## src/rtl/ctrl_pkg.sv

```systemverilog
// ctrl_pkg: opcodes, ALU select codes, sequencer states and instruction classes
package ctrl_pkg;
  localparam logic [3:0] LINK_REG = 4'd15;
  localparam logic [4:0] OP_LD = 5'b00000, OP_LDI = 5'b00001, OP_ST = 5'b00010, OP_ADD = 5'b00011;
  localparam logic [4:0] OP_SUB = 5'b00100, OP_AND = 5'b00101, OP_OR = 5'b00110, OP_SHR = 5'b00111;
  localparam logic [4:0] OP_SHL = 5'b01000, OP_ROR = 5'b01001, OP_ROL = 5'b01010, OP_ADDI = 5'b01011;
  localparam logic [4:0] OP_ANDI = 5'b01100, OP_ORI = 5'b01101, OP_MUL = 5'b01110, OP_DIV = 5'b01111;
  localparam logic [4:0] OP_NEG = 5'b10000, OP_NOT = 5'b10001, OP_BR = 5'b10010, OP_JR = 5'b10011;
  localparam logic [4:0] OP_JAL = 5'b10100, OP_IN = 5'b10101, OP_OUT = 5'b10110, OP_MFHI = 5'b10111;
  localparam logic [4:0] OP_MFLO = 5'b11000, OP_NOP = 5'b11001, OP_HALT = 5'b11010;
  localparam logic [4:0] ALU_NOP = 5'd0, ALU_ADD = 5'd1, ALU_SUB = 5'd2, ALU_AND = 5'd3, ALU_OR = 5'd4;
  localparam logic [4:0] ALU_SHR = 5'd5, ALU_SHL = 5'd6, ALU_ROR = 5'd7, ALU_ROL = 5'd8;
  localparam logic [4:0] ALU_MUL = 5'd9, ALU_DIV = 5'd10, ALU_NEG = 5'd11, ALU_NOT = 5'd12;
  typedef enum logic [3:0] {S_T0, S_T1, S_T2, S_T3, S_T4, S_T5, S_T6, S_T7, S_RESET, S_HALT} state_t;
  typedef enum logic [4:0] {C_LD, C_LDI, C_ST, C_ALU, C_IMM, C_MULDIV, C_UNARY, C_BR, C_JR, C_JAL,
                            C_IN, C_OUT, C_MFHI, C_MFLO, C_NOP, C_HALT, C_ILL} cls_t;
endpackage

```

## src/rtl/ctrl_decode.sv

```systemverilog
// ctrl_decode: opcode -> instruction class, ALU select and final execute step (op in; cls, alu, last out)
module ctrl_decode
  import ctrl_pkg::*;
(
  input  logic [4:0] op,
  output cls_t       cls,
  output logic [4:0] alu,
  output logic [2:0] last
);
  always_comb begin
    cls = C_ILL;
    alu = ALU_NOP;
    case (op)
      OP_LD:   cls = C_LD;
      OP_LDI:  cls = C_LDI;
      OP_ST:   cls = C_ST;
      OP_ADD:  begin cls = C_ALU; alu = ALU_ADD; end
      OP_SUB:  begin cls = C_ALU; alu = ALU_SUB; end
      OP_AND:  begin cls = C_ALU; alu = ALU_AND; end
      OP_OR:   begin cls = C_ALU; alu = ALU_OR; end
      OP_SHR:  begin cls = C_ALU; alu = ALU_SHR; end
      OP_SHL:  begin cls = C_ALU; alu = ALU_SHL; end
      OP_ROR:  begin cls = C_ALU; alu = ALU_ROR; end
      OP_ROL:  begin cls = C_ALU; alu = ALU_ROL; end
      OP_ADDI: begin cls = C_IMM; alu = ALU_ADD; end
      OP_ANDI: begin cls = C_IMM; alu = ALU_AND; end
      OP_ORI:  begin cls = C_IMM; alu = ALU_OR; end
      OP_MUL:  begin cls = C_MULDIV; alu = ALU_MUL; end
      OP_DIV:  begin cls = C_MULDIV; alu = ALU_DIV; end
      OP_NEG:  begin cls = C_UNARY; alu = ALU_NEG; end
      OP_NOT:  begin cls = C_UNARY; alu = ALU_NOT; end
      OP_BR:   cls = C_BR;
      OP_JR:   cls = C_JR;
      OP_JAL:  cls = C_JAL;
      OP_IN:   cls = C_IN;
      OP_OUT:  cls = C_OUT;
      OP_MFHI: cls = C_MFHI;
      OP_MFLO: cls = C_MFLO;
      OP_NOP:  cls = C_NOP;
      OP_HALT: cls = C_HALT;
      default: cls = C_ILL;
    endcase
    case (cls)
      C_LD, C_ST:                          last = 3'd7;
      C_LDI, C_ALU, C_IMM:                 last = 3'd5;
      C_MULDIV, C_BR:                      last = 3'd6;
      C_UNARY, C_JAL:                      last = 3'd4;
      C_JR, C_IN, C_OUT, C_MFHI, C_MFLO:   last = 3'd3;
      default:                             last = 3'd2;
    endcase
  end
endmodule

```

## src/rtl/control_sequencer.sv

```systemverilog
// control_sequencer: hardwired fetch/execute control unit driving the CPU datapath strobes
// Inputs clk, clr (async reset), IR, CON_FF_Out, stop; outputs run, datapath strobes, ALUSelection.
// CTRL_ILLEGAL_TRAP_EN: undefined opcodes halt and raise the sticky illegal_op output.
module control_sequencer
  import ctrl_pkg::*;
#(
  parameter int RESET_PC_HOLD = 1
) (
  input  logic        clk,
  input  logic        clr,
  input  logic [31:0] IR,
  input  logic        CON_FF_Out,
  input  logic        stop,
  output logic        run,
  output logic        PCout, PCin, IncPC, MARin, MDRin, MDRout, MDRread, wren, IRin,
  output logic        Yin, Zin, ZLOout, ZHIout, HIin, HIout, Loin, Loout,
  output logic        Gra, Grb, Grc, Rin, Rout, BAout, Cout, InPortout, OPin, CON_FF_In,
`ifdef CTRL_ILLEGAL_TRAP_EN
  output logic        illegal_op,
`endif
  output logic [4:0]  ALUSelection
);
  state_t state, nxt;
  cls_t cls;
  logic [4:0] alu;
  logic [2:0] last;
  logic [3:0] hold_cnt;
  logic paused, pause_now, hold_done, to_halt, unused_ir;
  ctrl_decode u_dec (.op(IR[31:27]), .cls(cls), .alu(alu), .last(last));
  assign unused_ir = ^IR[26:0];
`ifdef CTRL_ILLEGAL_TRAP_EN
  assign to_halt = cls == C_HALT || cls == C_ILL;
  always_ff @(posedge clk or posedge clr)
    if (clr) illegal_op <= 1'b0;
    else if (state == S_T2 && cls == C_ILL) illegal_op <= 1'b1;
`else
  assign to_halt = cls == C_HALT;
`endif
  assign hold_done = int'(hold_cnt) >= RESET_PC_HOLD - 1;
  // A paused sequencer keeps its finished state; leaving the pause always means a fresh fetch.
  assign nxt = state == S_HALT ? S_HALT :
               state == S_RESET ? (hold_done ? S_T0 : S_RESET) :
               (state == S_T2 && to_halt) ? S_HALT :
               (paused || state[2:0] == last) ? S_T0 : state_t'(state + 4'd1);
  assign pause_now = nxt == S_T0 && stop;
  always_ff @(posedge clk or posedge clr)
    if (clr) begin
      state <= S_RESET;
      paused <= 1'b0;
      hold_cnt <= '0;
    end else begin
      paused <= pause_now;
      state <= pause_now ? state : nxt;
      hold_cnt <= (state == S_RESET && !hold_done) ? hold_cnt + 4'd1 : hold_cnt;
    end
  always_comb begin
    {PCout, PCin, IncPC, MARin, MDRin, MDRout, MDRread, wren, IRin, Yin, Zin, ZLOout, ZHIout, HIin,
     HIout, Loin, Loout, Gra, Grb, Grc, Rin, Rout, BAout, Cout, InPortout, OPin, CON_FF_In} = '0;
    ALUSelection = ALU_NOP;
    run = !paused && state != S_RESET && state != S_HALT;
    if (!paused)
      case (state)
        S_T0: begin PCout = 1'b1; MARin = 1'b1; IncPC = 1'b1; Zin = 1'b1; end
        S_T1: begin ZLOout = 1'b1; PCin = 1'b1; MDRread = 1'b1; MDRin = 1'b1; end
        S_T2: begin MDRout = 1'b1; IRin = 1'b1; end
        S_T3:
          case (cls)
            C_LD, C_LDI, C_ST: begin Grb = 1'b1; BAout = 1'b1; Yin = 1'b1; end
            C_ALU, C_IMM:      begin Grb = 1'b1; Rout = 1'b1; Yin = 1'b1; end
            C_MULDIV:          begin Gra = 1'b1; Rout = 1'b1; Yin = 1'b1; end
            C_UNARY:           begin Grb = 1'b1; Rout = 1'b1; ALUSelection = alu; Zin = 1'b1; end
            C_BR:              begin Gra = 1'b1; Rout = 1'b1; CON_FF_In = 1'b1; end
            C_JR:              begin Gra = 1'b1; Rout = 1'b1; PCin = 1'b1; end
            C_JAL:             begin Grb = 1'b1; Rin = 1'b1; PCout = 1'b1; end
            C_IN:              begin InPortout = 1'b1; Gra = 1'b1; Rin = 1'b1; end
            C_OUT:             begin Gra = 1'b1; Rout = 1'b1; OPin = 1'b1; end
            C_MFHI:            begin HIout = 1'b1; Gra = 1'b1; Rin = 1'b1; end
            C_MFLO:            begin Loout = 1'b1; Gra = 1'b1; Rin = 1'b1; end
            default: ;
          endcase
        S_T4:
          case (cls)
            C_LD, C_LDI, C_ST: begin Cout = 1'b1; ALUSelection = ALU_ADD; Zin = 1'b1; end
            C_ALU:             begin Grc = 1'b1; Rout = 1'b1; ALUSelection = alu; Zin = 1'b1; end
            C_IMM:             begin Cout = 1'b1; ALUSelection = alu; Zin = 1'b1; end
            C_MULDIV:          begin Grb = 1'b1; Rout = 1'b1; ALUSelection = alu; Zin = 1'b1; end
            C_UNARY:           begin ZLOout = 1'b1; Gra = 1'b1; Rin = 1'b1; end
            C_BR:              begin PCout = 1'b1; Yin = 1'b1; end
            C_JAL:             begin Gra = 1'b1; Rout = 1'b1; PCin = 1'b1; end
            default: ;
          endcase
        S_T5:
          case (cls)
            C_LD, C_ST:          begin ZLOout = 1'b1; MARin = 1'b1; end
            C_LDI, C_ALU, C_IMM: begin ZLOout = 1'b1; Gra = 1'b1; Rin = 1'b1; end
            C_MULDIV:            begin ZLOout = 1'b1; Loin = 1'b1; end
            C_BR:                begin Cout = 1'b1; ALUSelection = ALU_ADD; Zin = 1'b1; end
            default: ;
          endcase
        S_T6:
          case (cls)
            C_LD:     begin MDRread = 1'b1; MDRin = 1'b1; end
            C_ST:     begin Gra = 1'b1; Rout = 1'b1; MDRin = 1'b1; end
            C_MULDIV: begin ZHIout = 1'b1; HIin = 1'b1; end
            C_BR:     begin ZLOout = 1'b1; PCin = CON_FF_Out; end
            default: ;
          endcase
        S_T7:
          case (cls)
            C_LD:    begin MDRout = 1'b1; Gra = 1'b1; Rin = 1'b1; end
            C_ST:    wren = 1'b1;
            default: ;
          endcase
        default: ;
      endcase
  end
endmodule

```

## config.mk

```make
export PLATFORM = sky130hd
export DESIGN_NAME = control_sequencer
export DESIGN_NICKNAME = d
export VERILOG_FILES = /design/src/rtl/ctrl_pkg.sv /design/src/rtl/ctrl_decode.sv /design/src/rtl/control_sequencer.sv
export SDC_FILE = /design/constraint.sdc
export NUM_CORES = 1
export LEC_CHECK = 0
export ABC_AREA = 1
export BUFFER_PORTS_ARGS = -buffer_cell sky130_fd_sc_hd__buf_2
export CAP_MARGIN = 10
export CORE_ASPECT_RATIO = 1.4
export CORE_MARGIN = 2
export CORE_UTILIZATION = 45
export DETAILED_ROUTE_END_ITERATION = 6
export PLACE_DENSITY = 0.86
export SLEW_MARGIN = 20
export SYNTH_ARGS = -nofsm -noshare
export SYNTH_HDL_FRONTEND = slang
export SYNTH_SLANG_ARGS = --single-unit
```

## constraint.sdc

```tcl
create_clock -name clk -period 2.6 [get_ports clk]
set_input_delay 0.39 -clock clk [delete_from_list [all_inputs] [get_ports clk]]
set_output_delay 0.39 -clock clk [all_outputs]
set_load 0.02 [all_outputs]
```

# == After elaboration in Yosys (flattened, before gate mapping) ==
# Memory sizes are Yosys's and may differ from the RTL's.
# Cells that the tools add are included.
# totals
mem_count,1
word_cells,173
inputBits,36
regBits,5
romBits,48
out_inout_bits,33
# classes
addsub,1
muxes,88
n_eq_ne,52
n_reduce_logical,29
# mem_list
name,words,width,rd,rd_clocked_by_memory_dff,wr,line,source
(no name shown),16,3,1,0,0,ctrl_decode.sv:43,case (cls)
# ops
cell,n
$pmux 5 s16,1
$eq 5x4->1 const B,15
$mux 1,63
$eq 5x5->1 const B,11
$pmux 4 s12,1
$eq 5x3->1 const B,8
$reduce_or 7->1,3
$eq 5x2->1 const B,4
$eq 4x3->1 const B,4
$mux 4,4
$pmux 1 s4,4
$pmux 5 s3,1
$reduce_or 3->1,5
$pmux 1 s2,7
$reduce_or 2->1,7
$eq 5x1->1 const B,2
$logic_not 5->1,2
$mux 5,2
$pmux 5 s2,1
$eq 4x2->1 const B,2
$eq 4x4->1 const B,2
$logic_not 4->1,2
$ne 4x4->1 const B,2
$reduce_or 4->1,2
11 further kinds,15

# == Logic depth before layout (Yosys ltp) ==
# Gate-level depths: netlist of run 1.
# An unclocked memory read counts as a cell.
# logic_depth
word_depth,13
depth_mapped,20
mapped_depth_nobuf,19

# == Modules after synthesis ==
# A second synthesis of run 1 with hierarchy kept.
# hier_totals
cells_unflattened,308
hier_area_um2,1677.9
# modules_own_cells
module,cells_each,instances,seq_area_each_um2,area_each_um2
control_sequencer,207,1,126.4,1169.9
ctrl_decode,101,1,0.0,508.0

# == Worst setup path after synthesis of run 1 ==
# OpenSTA, ideal clock, no wires.
# synth_path
kind,input port to output port
from,in IR[31]
to,out Gra
slack_ps,352
required_time_ps,2210
path_buffers,2
t_arrival_ps,1858
stages,12
cell_sequence,buf_4 > inv_2 > buf_2 > nand2_1 > nor2_1 > or3_1 > nor3_1 > o21ai_0 > nor2_1 > nand3_1 > nand2_1 > inv_1
# synth_between
elab_chain_len,8
elab_cells_between_ends,56
classes_between,39 x eq/ne; 8 x mux; 9 x reduce/logical
# synth_lines
item,line,source
start: declaration,control_sequencer.sv:11,"input logic [31:0] IR,"
"$eq 5x2->1, or another cell as far along",ctrl_decode.sv:13,case (op)
"$reduce_or 8->1 (no source line), or another cell as far along",n/a,
$pmux 5 s16 *,ctrl_decode.sv:13,
"$eq 5x3->1, or another cell as far along",control_sequencer.sv:67,case (cls)
"$reduce_or 7->1 (no source line), or another cell as far along",n/a,
"$mux 1, on equally long branches","control_sequencer.sv:67, control_sequencer.sv:82, control_sequencer.sv:93",
$pmux 1 s5 *,control_sequencer.sv:62,case (state)
$mux 1 *,control_sequencer.sv:61,if (!paused)
end: declaration,control_sequencer.sv:17,"output logic Gra, Grb, Grc, Rin, Rout, BAout, Cout, InPortout, OPin, CON_FF_In,"
# Every way passes the cells marked *; elsewhere a longest branch is shown, timed or not.

# == Worst setup path after layout of run 1 ==
# Ends and elaborated chain as after synthesis.

==> impl_metrics.ini, run 1 <==
[power]
power_total_w = 0.00123
pwr_density_cell_mw_per_mm2 = 662
leakage_nw = 1.12
max-vdd-ir-drop_mv = 0.531

[synth]
yosys-top-cells-count = sky130_fd_sc_hd__nand2_1, sky130_fd_sc_hd__nor2_1, sky130_fd_sc_hd__inv_1
postSynth.asyncResetShare = 1.00
syn-cell-area_mm2 = 0.00153
yosysMostFrequentCell = sky130_fd_sc_hd__nand2_1
dominant_register_cell_in_the_synthesized_netlist = sky130_fd_sc_hd__dfrtp_1
synth.yosys.warnings = 0
synth_top_cell_area_share = 0.135
synth_sequential_area_ratio = 0.0827
synth_enable_flop_cells = 0
yosys-top-cells-area = sky130_fd_sc_hd__nand2_1, sky130_fd_sc_hd__nor2_1, sky130_fd_sc_hd__inv_1, sky130_fd_sc_hd__nand3_1, sky130_fd_sc_hd__dfrtp_1
synth-seq-cells = 5
netlist.top_cell.by_area = sky130_fd_sc_hd__nand2_1
synth.avg_cell_area_um2 = 5.23
postSynthCellCount = 292
synth_nets = 332
synth.distinct_cells = 38

[clock_tree]
worst_setup_hold_path_clk_slew_ps = 40
cts_tree = done
ctsRootBufferMaster = sky130_fd_sc_hd__clkbuf_8
cts_inserted_buffers = 3
post_cts_hold_buffer_count = 0
clockBufferDepth = 2
cts-htree-levels = 1
clock_latency_ps = 220
numClockSinks = 5

[placement]
detailed_place.area_mm2 = 0.00179
hpwlAfterDp_mm = 3.96
gp_congestion = 0.955
place_ws_ps = 140
port_buffers = 40

[sta]
min_period_ps = 2420
min_period_over_period = 0.933
finalSetupTns_ps = 0
fin_worst_hold_slack_ps = 60.4
finalWorstSetupSlack_ps = 175
number_of_endpoints_failing_setup_at_the_final_stage = 0
rsz0062_at_grt = false
report.final.hold_viol_count = 0
worst_clock_skew_ps = 2.88
max_freq_mhz = 412
maxSlewViolCount = 0

[floorplanning]
dieArea_mm2 = 0.00388
rows = 25
floorplan_die_width_um = 53.2
floorplan.initialDensity = 0.461
core_area_mm2 = 0.00332
die_h_um = 72.9
num_io_pins = 69

[routing]
first_iter_violations = 120
drt-vias-per-instance = 5.51
final_antenna_net_count = 0
drcViolationCount = 0
routed_wirelength_mm = 4.85
route.vias.total = 2070
detail_route.wl_per_cell_um = 12.9
firstDrtPassIters = 5

[critical_path]
critPathArrivalTime_ps = 2030
criticalPathCategory = input pin to primary output
timing.reg2reg.worst_path_depth = 12
setup.worst_path.start_class = input pin
crit_path_end_kind = primary output
timing.critical_path.required_ps = 2210
critical_path_peak_fanout = 8

[min_path]
holdCritPathClass = input pin to asynchronous set/reset pin

[grt]
grt_remaining_overflow = 0
gr-usage-all-layers = 0.267
grt_start_max_net_pins = 14
grt_pass1_wl_mm = 8.05
initial_antenna_violation_count = 0
grt_pass1_vias = 1857

[finish]
fillers = 369
syn_to_final_growth_pct = 21.2
final_layout_size_suffix_gt1_frac = 0.250
multi_input_comb_area_mm2 = 0.00117
num-nets-final = 377
antennaDiodeCount = 0
final_area_mm2 = 0.00185
register_area_um2 = 128

[run_status]
run_status = finished clean

[run]
maxCapViolations = 0
## flip-flops by register name (all words and copies together) (netlist names)
name,flops
state,4
paused,1
## power by group
part / total, W / switching [W] / internal [W]
clock network: 0.000140 / 0.0000349 / 0.000105
registers: 0.000166 / 0.0000448 / 0.000121
logic: 0.000919 / 0.000613 / 0.000306
total: 0.00123 / 0.000693 / 0.000533
## metrics by stage
stage	instances	util
after floorplan	292	-
final	376	0.558
after global placement	372	0.540
after detailed placement	372	0.540
after CTS	376	0.554
after global routing	376	0.558
## cells by family after synthesis
group	Yosys count	share of synthesized area
buffers and inverters	61	0.164
and+or+nand+nor	180	0.550
adders and majority gates	4	0.0328
other	1	0.00245
AOI/OAI and AO/OA	38	0.152
xor gates and xnor gates	3	0.0172
DFF	5	0.0827
## worst paths after layout
kind | start | slack [ps] | endpoint
min reg2reg | state[3] | 600 | state[3]
min | clr | 60 | state[0]
max in group asynchronous | clr | 2300 | state[3]
min in group clk | stop | 560 | state[1]
max reg2reg | state[1] | 620 | state[3]
max | IR[31] | 180 | Gra
## per-layer routing
layer	wire length (µm)	global-route usage
met4	62	0.0826
met3	335	0.0143
met2	2530	0.471
met5	0	0
met1	1920	0.340
## cell type report
cell class / count / share of cell area
Sequential cell: 5 / 0.0689
Timing Repair Buffer: 49 / 0.145
Clock buffer: 4 / 0.0243
Multi-Input combinational cell: 226 / 0.630
Inverter: 52 / 0.105
Tap cell: 40 / 0.0270
## repair_timing
item,in CTS,in global routing
setup buffers,0,0
resized for setup,0,6
setup endpoints to repair,0,5
## placed cells by master, fill, tap and decap left out, types with 2 or more instances in the layout
cell and instances:
sky130_fd_sc_hd__nor2_2 8, sky130_fd_sc_hd__buf_2 40, sky130_fd_sc_hd__nand2_1 54, sky130_fd_sc_hd__nand3_1 29
sky130_fd_sc_hd__inv_2 6, sky130_fd_sc_hd__a21oi_1 10, sky130_fd_sc_hd__inv_1 45, sky130_fd_sc_hd__o22ai_1 4
sky130_fd_sc_hd__dfrtp_1 3, sky130_fd_sc_hd__clkbuf_8 3, sky130_fd_sc_hd__nor4_1 2, sky130_fd_sc_hd__nor3_1 12
sky130_fd_sc_hd__o21ai_0 8, sky130_fd_sc_hd__nand3b_1 2, sky130_fd_sc_hd__nand3_2 4, sky130_fd_sc_hd__buf_4 9
sky130_fd_sc_hd__a2111oi_0 2, sky130_fd_sc_hd__nand4_1 6, sky130_fd_sc_hd__o21ai_1 2, sky130_fd_sc_hd__a31oi_1 5
sky130_fd_sc_hd__nor2_1 51, sky130_fd_sc_hd__nand2_2 6, sky130_fd_sc_hd__ha_1 4, sky130_fd_sc_hd__nor2_4 2
sky130_fd_sc_hd__xor2_1 3
## worst max-delay path, stage by stage
cell,delay [ps]
sky130_fd_sc_hd__buf_2,190
sky130_fd_sc_hd__inv_2,120
sky130_fd_sc_hd__nand2_1,110
sky130_fd_sc_hd__nor2_1,60
sky130_fd_sc_hd__or3_1,430
sky130_fd_sc_hd__nor3_2,150
sky130_fd_sc_hd__o21ai_0,90
sky130_fd_sc_hd__nor2_1,140
sky130_fd_sc_hd__nand3_1,80
sky130_fd_sc_hd__nand2_1,70
sky130_fd_sc_hd__inv_1,50
sky130_fd_sc_hd__buf_2,150
No activity file was read; power rests on OpenSTA's default activity.
==> run 2, diff against run 1 <==
--- a/config.mk
+++ b/config.mk
@@ -12,6 +12,7 @@
 export CORE_MARGIN = 2
 export CORE_UTILIZATION = 45
 export DETAILED_ROUTE_END_ITERATION = 6
+export GPL_TIMING_DRIVEN = 0
 export PLACE_DENSITY = 0.86
 export SLEW_MARGIN = 20
 export SYNTH_ARGS = -nofsm -noshare
==> constraint.sdc (replaced) <==
create_clock -name clk -period 2.35 [get_ports clk]
set_input_delay 0.3525 -clock clk [delete_from_list [all_inputs] [get_ports clk]]
set_output_delay 0.3525 -clock clk [all_outputs]
set_load 0.02 [all_outputs]
==> run 2 against run 1 <==
  * Cell area increased by 3.5%
  * Total power increased by 14%
  * Count of clock-buffer cells in the layout unchanged
  * First-iteration DRC count decreased by 15%
  * Routed wire length increased by 2.2%
  * Critical path type unchanged
  * Largest power group unchanged
  * Clock skew decreased by 0.59 ps
  * Sequential power increased by 17%
  * Register-to-register slack got worse by 290 ps
  * Via count decreased by 0.29%
  * Critical endpoint unchanged
==> impl_metrics.ini, run 2 (same netlist as run 1, synthesis figures left out) <==
[critical_path]
setup.worst_path.start_class = input pin
slowest_stage = sky130_fd_sc_hd__or3_4
timing.critical_path.cells = buf_4 -> inv_4 -> nor2_2 -> nand2_1 -> inv_1 -> or3_4 -> nor3_4 -> o21ai_1 -> nor2_1 -> nand3_1 -> nand2_1 -> inv_1 -> buf_2
worstReg2RegStart = state[1]
crit_path_end_kind = primary output
critPathMaxStageDelay_ps = 400
critPathArrivalTime_ps = 1930
cp_top_family = simple AND/OR/NAND/NOR gates
critical_path_peak_fanout = 8
crit_path_start = IR[30]
cp.depth = 13
criticalPathCategory = input pin to primary output
timing.critical_path.required_ps = 2000
timing.critical_path.buf_inv = 5
timing.reg2reg.worst_path_depth = 11

[finish]
finalCoreUtilization = 0.578
final_layout_size_suffix_gt1_frac = 0.272
largest_registers = state x4, paused x1
layout.cells.most_common = sky130_fd_sc_hd__nand2_1
layout.cells.most_common_list = sky130_fd_sc_hd__nand2_1, sky130_fd_sc_hd__nor2_1, sky130_fd_sc_hd__inv_1
num-nets-final = 376
antennaDiodeCount = 0
top_register = state
finalNonFillerCells = 375
largest_reg_flops = 4
syn_to_final_growth_pct = 25.5

[clock_tree]
cts_inserted_buffers = 3
ctsRootBufferMaster = sky130_fd_sc_hd__clkbuf_8
numClockSinks = 5
clockBufferDepth = 2
worst_setup_hold_path_clk_slew_ps = 40
clock_latency_ps = 220
cts-htree-levels = 1
post_cts_hold_buffer_count = 0
cts_tree = done

[routing]
drt-vias-per-instance = 5.50
drcViolationCount = 0
route.vias.total = 2064
met3_wirelength_um = 350
routed_wirelength_mm = 4.96
first_iter_violations = 102
highest-signal-layer = met4
wirelength_met1_mm = 1.95
firstDrtPassIters = 5
met2_length_mm = 2.55
final_antenna_net_count = 0
detail_route.wl_per_cell_um = 13.2

[floorplanning]
floorplan_die_width_um = 53.2
rows = 25
dieArea_mm2 = 0.00388
floorplan.initialDensity = 0.461
num_io_pins = 69
die_h_um = 72.9
core_area_mm2 = 0.00332

[sta]
rsz0062_at_grt = true
worst_clock_skew_ps = 2.30
min_period_over_period = 0.970
fin_worst_hold_slack_ps = 30.9
max_freq_mhz = 438
maxSlewViolCount = 0
min_period_ps = 2280
number_of_endpoints_failing_setup_at_the_final_stage = 0
report.final.hold_viol_count = 0

[grt]
grt_pass1_vias = 1850
grt_pass1_wl_mm = 7.65
grt_remaining_overflow = 0
initial_antenna_violation_count = 0
grt_start_max_net_pins = 17
gr-usage-all-layers = 0.254

[run]
maxCapViolations = 0

[power]
max-vdd-ir-drop_mv = 0.744
share_clk_of_total_power = 0.110
p_comb_frac = 0.751
seq_power_share = 0.139
swShare = 0.572
power.net_switching_w = 0.000800
cell_internal_pwr_w = 0.000600
leakage_nw = 1.12
pwr_density_cell_mw_per_mm2 = 731

[placement]
placed_cells = 369
gp_congestion = 0.952
hpwlAfterDp_mm = 3.95
port_buffers = 37

[run_status]
run_status = finished clean

[min_path]
holdCritPathClass = input pin to asynchronous set/reset pin
[run 2: metrics by stage]
stage               power, W  cell area (µm²)  setup slack (ps)  setup TNS, ps
floorplan           0.000902             1530               177              0
global placement     0.00112             1760              -140           -332
detailed placement   0.00114             1760              -147           -452
CTS                  0.00131             1820              2.66              0
global route         0.00152             1920             -42.4           -233
finish               0.00140             1920              69.5              0
[run 2: power groups by stage]
stage               sequential (W)  clock [W]  combinational [W]
floorplan                 0.000161          0           0.000741
global placement          0.000173          0           0.000943
detailed placement        0.000175          0           0.000964
CTS                       0.000189   0.000156           0.000966
global route              0.000199   0.000160            0.00116
finish                    0.000194   0.000154            0.00105
[run 2: repair_timing]
action	CTS	global route
resized for setup	8	24
buffers inserted	0	4
setup endpoints to repair	7	15
pin swaps	0	3
[run 2: routing by layer]
| metal | global-route usage | vias to the layer above |
|---|---|---|
| li1 | - | 1040 |
| met1 | 0.303 | 905 |
| met2 | 0.464 | 106 |
| met3 | 0.0164 | 13 |
| met4 | 0.0826 | 0 |
| met5 | 0 | - |
[run 2: worst reg2reg max path, cell delays in order, from the launching register on]
cell and delay, ps:
sky130_fd_sc_hd__dfrtp_2 450, sky130_fd_sc_hd__inv_2 90, sky130_fd_sc_hd__ha_1 130, sky130_fd_sc_hd__inv_1 80, sky130_fd_sc_hd__nor3_1 380, sky130_fd_sc_hd__nor3_1 140
sky130_fd_sc_hd__nand2_1 90, sky130_fd_sc_hd__nand3b_1 130, sky130_fd_sc_hd__nand2_1 90, sky130_fd_sc_hd__nor2_2 150, sky130_fd_sc_hd__nand2_1 100, sky130_fd_sc_hd__o21ai_1 120
[run 2: final timing paths]
| check | endpoint | slack [ps] |
|---|---|---|
| min in group clk | paused | 540 |
| max reg2reg | state[0] | 330 |
| min | paused | 30 |
| max | Gra | 70 |
| min reg2reg | state[3] | 590 |
| max in group asynchronous | state[3] | 2080 |
[run 2: final cells by class]
class	count	area [µm²]
multi-input combinational	226	1220
sequential	5	128
clock buffer	4	45.0
buffer	7	48.8
inverter	52	200
timing repair buffer	41	220
tap	40	50.0
fill	344	1400
==> run 3, diff against run 2 <==
==> constraint.sdc (replaced) <==
create_clock -name clk -period 2.8 [get_ports clk]
set_input_delay 0.42 -clock clk [delete_from_list [all_inputs] [get_ports clk]]
set_output_delay 0.42 -clock clk [all_outputs]
set_load 0.02 [all_outputs]
==> run 3 against run 2 <==
  * Worst setup slack improved by 120 ps
  * Critical path depth unchanged
  * Flip-flop and latch count unchanged
  * Routed wire length decreased by 2.4%
  * First-iteration DRC count decreased by 6.9%
  * Sequential power decreased by 19%
  * Combinational power decreased by 23%
  * Cell count decreased by 0.80%
  * Largest power group unchanged
==> impl_metrics.ini, run 3 (same netlist as run 1, synthesis figures left out) <==
[run]
maxCapViolations = 0

[placement]
port_buffers = 37
placed_cells = 369
place_ws_ps = 168
gp_congestion = 0.952
hpwlAfterDp_mm = 3.95

[sta]
max_freq_mhz = 383
finalWorstSetupSlack_ps = 186
report.final.hold_viol_count = 0
min_period_ps = 2610
maxSlewViolCount = 0
fin_worst_hold_slack_ps = 98.6
number_of_endpoints_failing_setup_at_the_final_stage = 0
finalSetupTns_ps = 0
rsz0062_at_grt = false
min_period_over_period = 0.933
worst_clock_skew_ps = 2.37

[floorplanning]
rows = 25
floorplan_die_width_um = 53.2
dieArea_mm2 = 0.00388
die_h_um = 72.9
floorplan.initialDensity = 0.461
num_io_pins = 69
core_area_mm2 = 0.00332

[grt]
gr-usage-met3 = 0.0184
gr-usage-all-layers = 0.254
grt.met2_usage = 0.457
met1_track_demand_over_resource_in_global_routing = 0.307
initial_antenna_violation_count = 0
grt_start_max_net_pins = 11
grt_busiest_layer = met2
grt_remaining_overflow = 0
grt_pass1_wl_mm = 7.65
grt_pass1_vias = 1847

[finish]
layout.cells.most_common = sky130_fd_sc_hd__nand2_1
top_register = state
antennaDiodeCount = 0
finalNonFillerCells = 372
final_layout_size_suffix_gt1_frac = 0.226
syn_to_final_growth_pct = 18.6
layout.cells.most_common_list = sky130_fd_sc_hd__nand2_1, sky130_fd_sc_hd__nor2_1, sky130_fd_sc_hd__inv_1
largest_reg_flops = 4
finalCoreUtilization = 0.546
largest_registers = state x4, paused x1
num-nets-final = 373

[clock_tree]
cts_tree = done
clock_latency_ps = 220
ctsRootBufferMaster = sky130_fd_sc_hd__clkbuf_8
cts_inserted_buffers = 3
cts-htree-levels = 1
post_cts_hold_buffer_count = 0
setup_buffers_after_cts = 0
clockBufferDepth = 2
worst_setup_hold_path_clk_slew_ps = 40
numClockSinks = 5

[routing]
route.vias.total = 2009
final_antenna_net_count = 0
routed_wirelength_mm = 4.84
first_iter_violations = 95
detail_route.wl_per_cell_um = 13.0
firstDrtPassIters = 4
drt-vias-per-instance = 5.40
drcViolationCount = 0

[critical_path]
critical_path_peak_fanout = 10
crit_path_end_kind = primary output
criticalPathCategory = input pin to primary output
worst-r2r-setup-slack_ps = 730
timing.critical_path.required_ps = 2380
setup.worst_path.start_class = input pin
critPathArrivalTime_ps = 2190

[min_path]
holdCritPathClass = input pin to asynchronous set/reset pin

[power]
max-vdd-ir-drop_mv = 0.583
leakage_nw = 1.10
pwr_density_cell_mw_per_mm2 = 606

[run_status]
run_status = finished clean
run 3: changes by cell type in the layout (fill, tap and decap cells not counted), sizes merged:
cell / change
buf: -2
clkbuf: -1
run 3: per-layer routing:
metal  wire (µm)  share of wire
met5           0              0
met4          45         0.0093
met3         308          0.064
met2        2530           0.52
met1        1950           0.40
run 3: path summary, 6_finish.rpt:
| kind | start | end | cells past startpoint |
|---|---|---|---|
| setup / recovery | IR[31] | Gra | 13 |
| hold / removal | clr | paused | 2 |
| setup reg to reg | state[1] | state[0] | 11 |
| hold reg to reg | state[3] | state[3] | 2 |
| max in group asynchronous | clr | state[3] | 2 |
| min in group clk | state[3] | state[3] | 2 |
run 3: worst max-delay path, stage by stage:
cell and delay (ps):
sky130_fd_sc_hd__buf_4 140, sky130_fd_sc_hd__inv_2 80, sky130_fd_sc_hd__buf_2 200, sky130_fd_sc_hd__nand2_1 130, sky130_fd_sc_hd__nor2_1 60, sky130_fd_sc_hd__or3_1 440, sky130_fd_sc_hd__nor3_2 150, sky130_fd_sc_hd__o21ai_0 90
sky130_fd_sc_hd__nor2_1 130, sky130_fd_sc_hd__nand3_1 90, sky130_fd_sc_hd__nand2_1 70, sky130_fd_sc_hd__inv_1 40, sky130_fd_sc_hd__buf_2 150
run 3: cell type report:
type	count	area, µm²
clock buffers	4	45.0
multi-input cells	226	1160
repair buffers	37	185
plain buffers	8	51.3
flip-flops and latches	5	126
fillers	360	1500
inverters	52	195
well taps	40	50.0
run 3: repair_timing:
item / 4_1_cts / 5_1_grt
hold endpoints to repair: 0 / 0
gates resized for setup: 0 / 2
endpoints found under the setup margin: 0 / 5
run 3: metrics by stage:
stage	power (W)	cell area, µm²
finish	0.00110	1810
CTS	0.00109	1810
global route	0.00120	1810
detailed placement	0.000956	1760
global placement	0.000937	1760
floorplan	0.000757	1530
run 3: report_power, final:
part | switching [W] | internal [W]
combinational | 0.000552 | 0.000259
clock | 0.0000320 | 0.0000974
sequential | 0.0000459 | 0.000111
total | 0.000630 | 0.000468
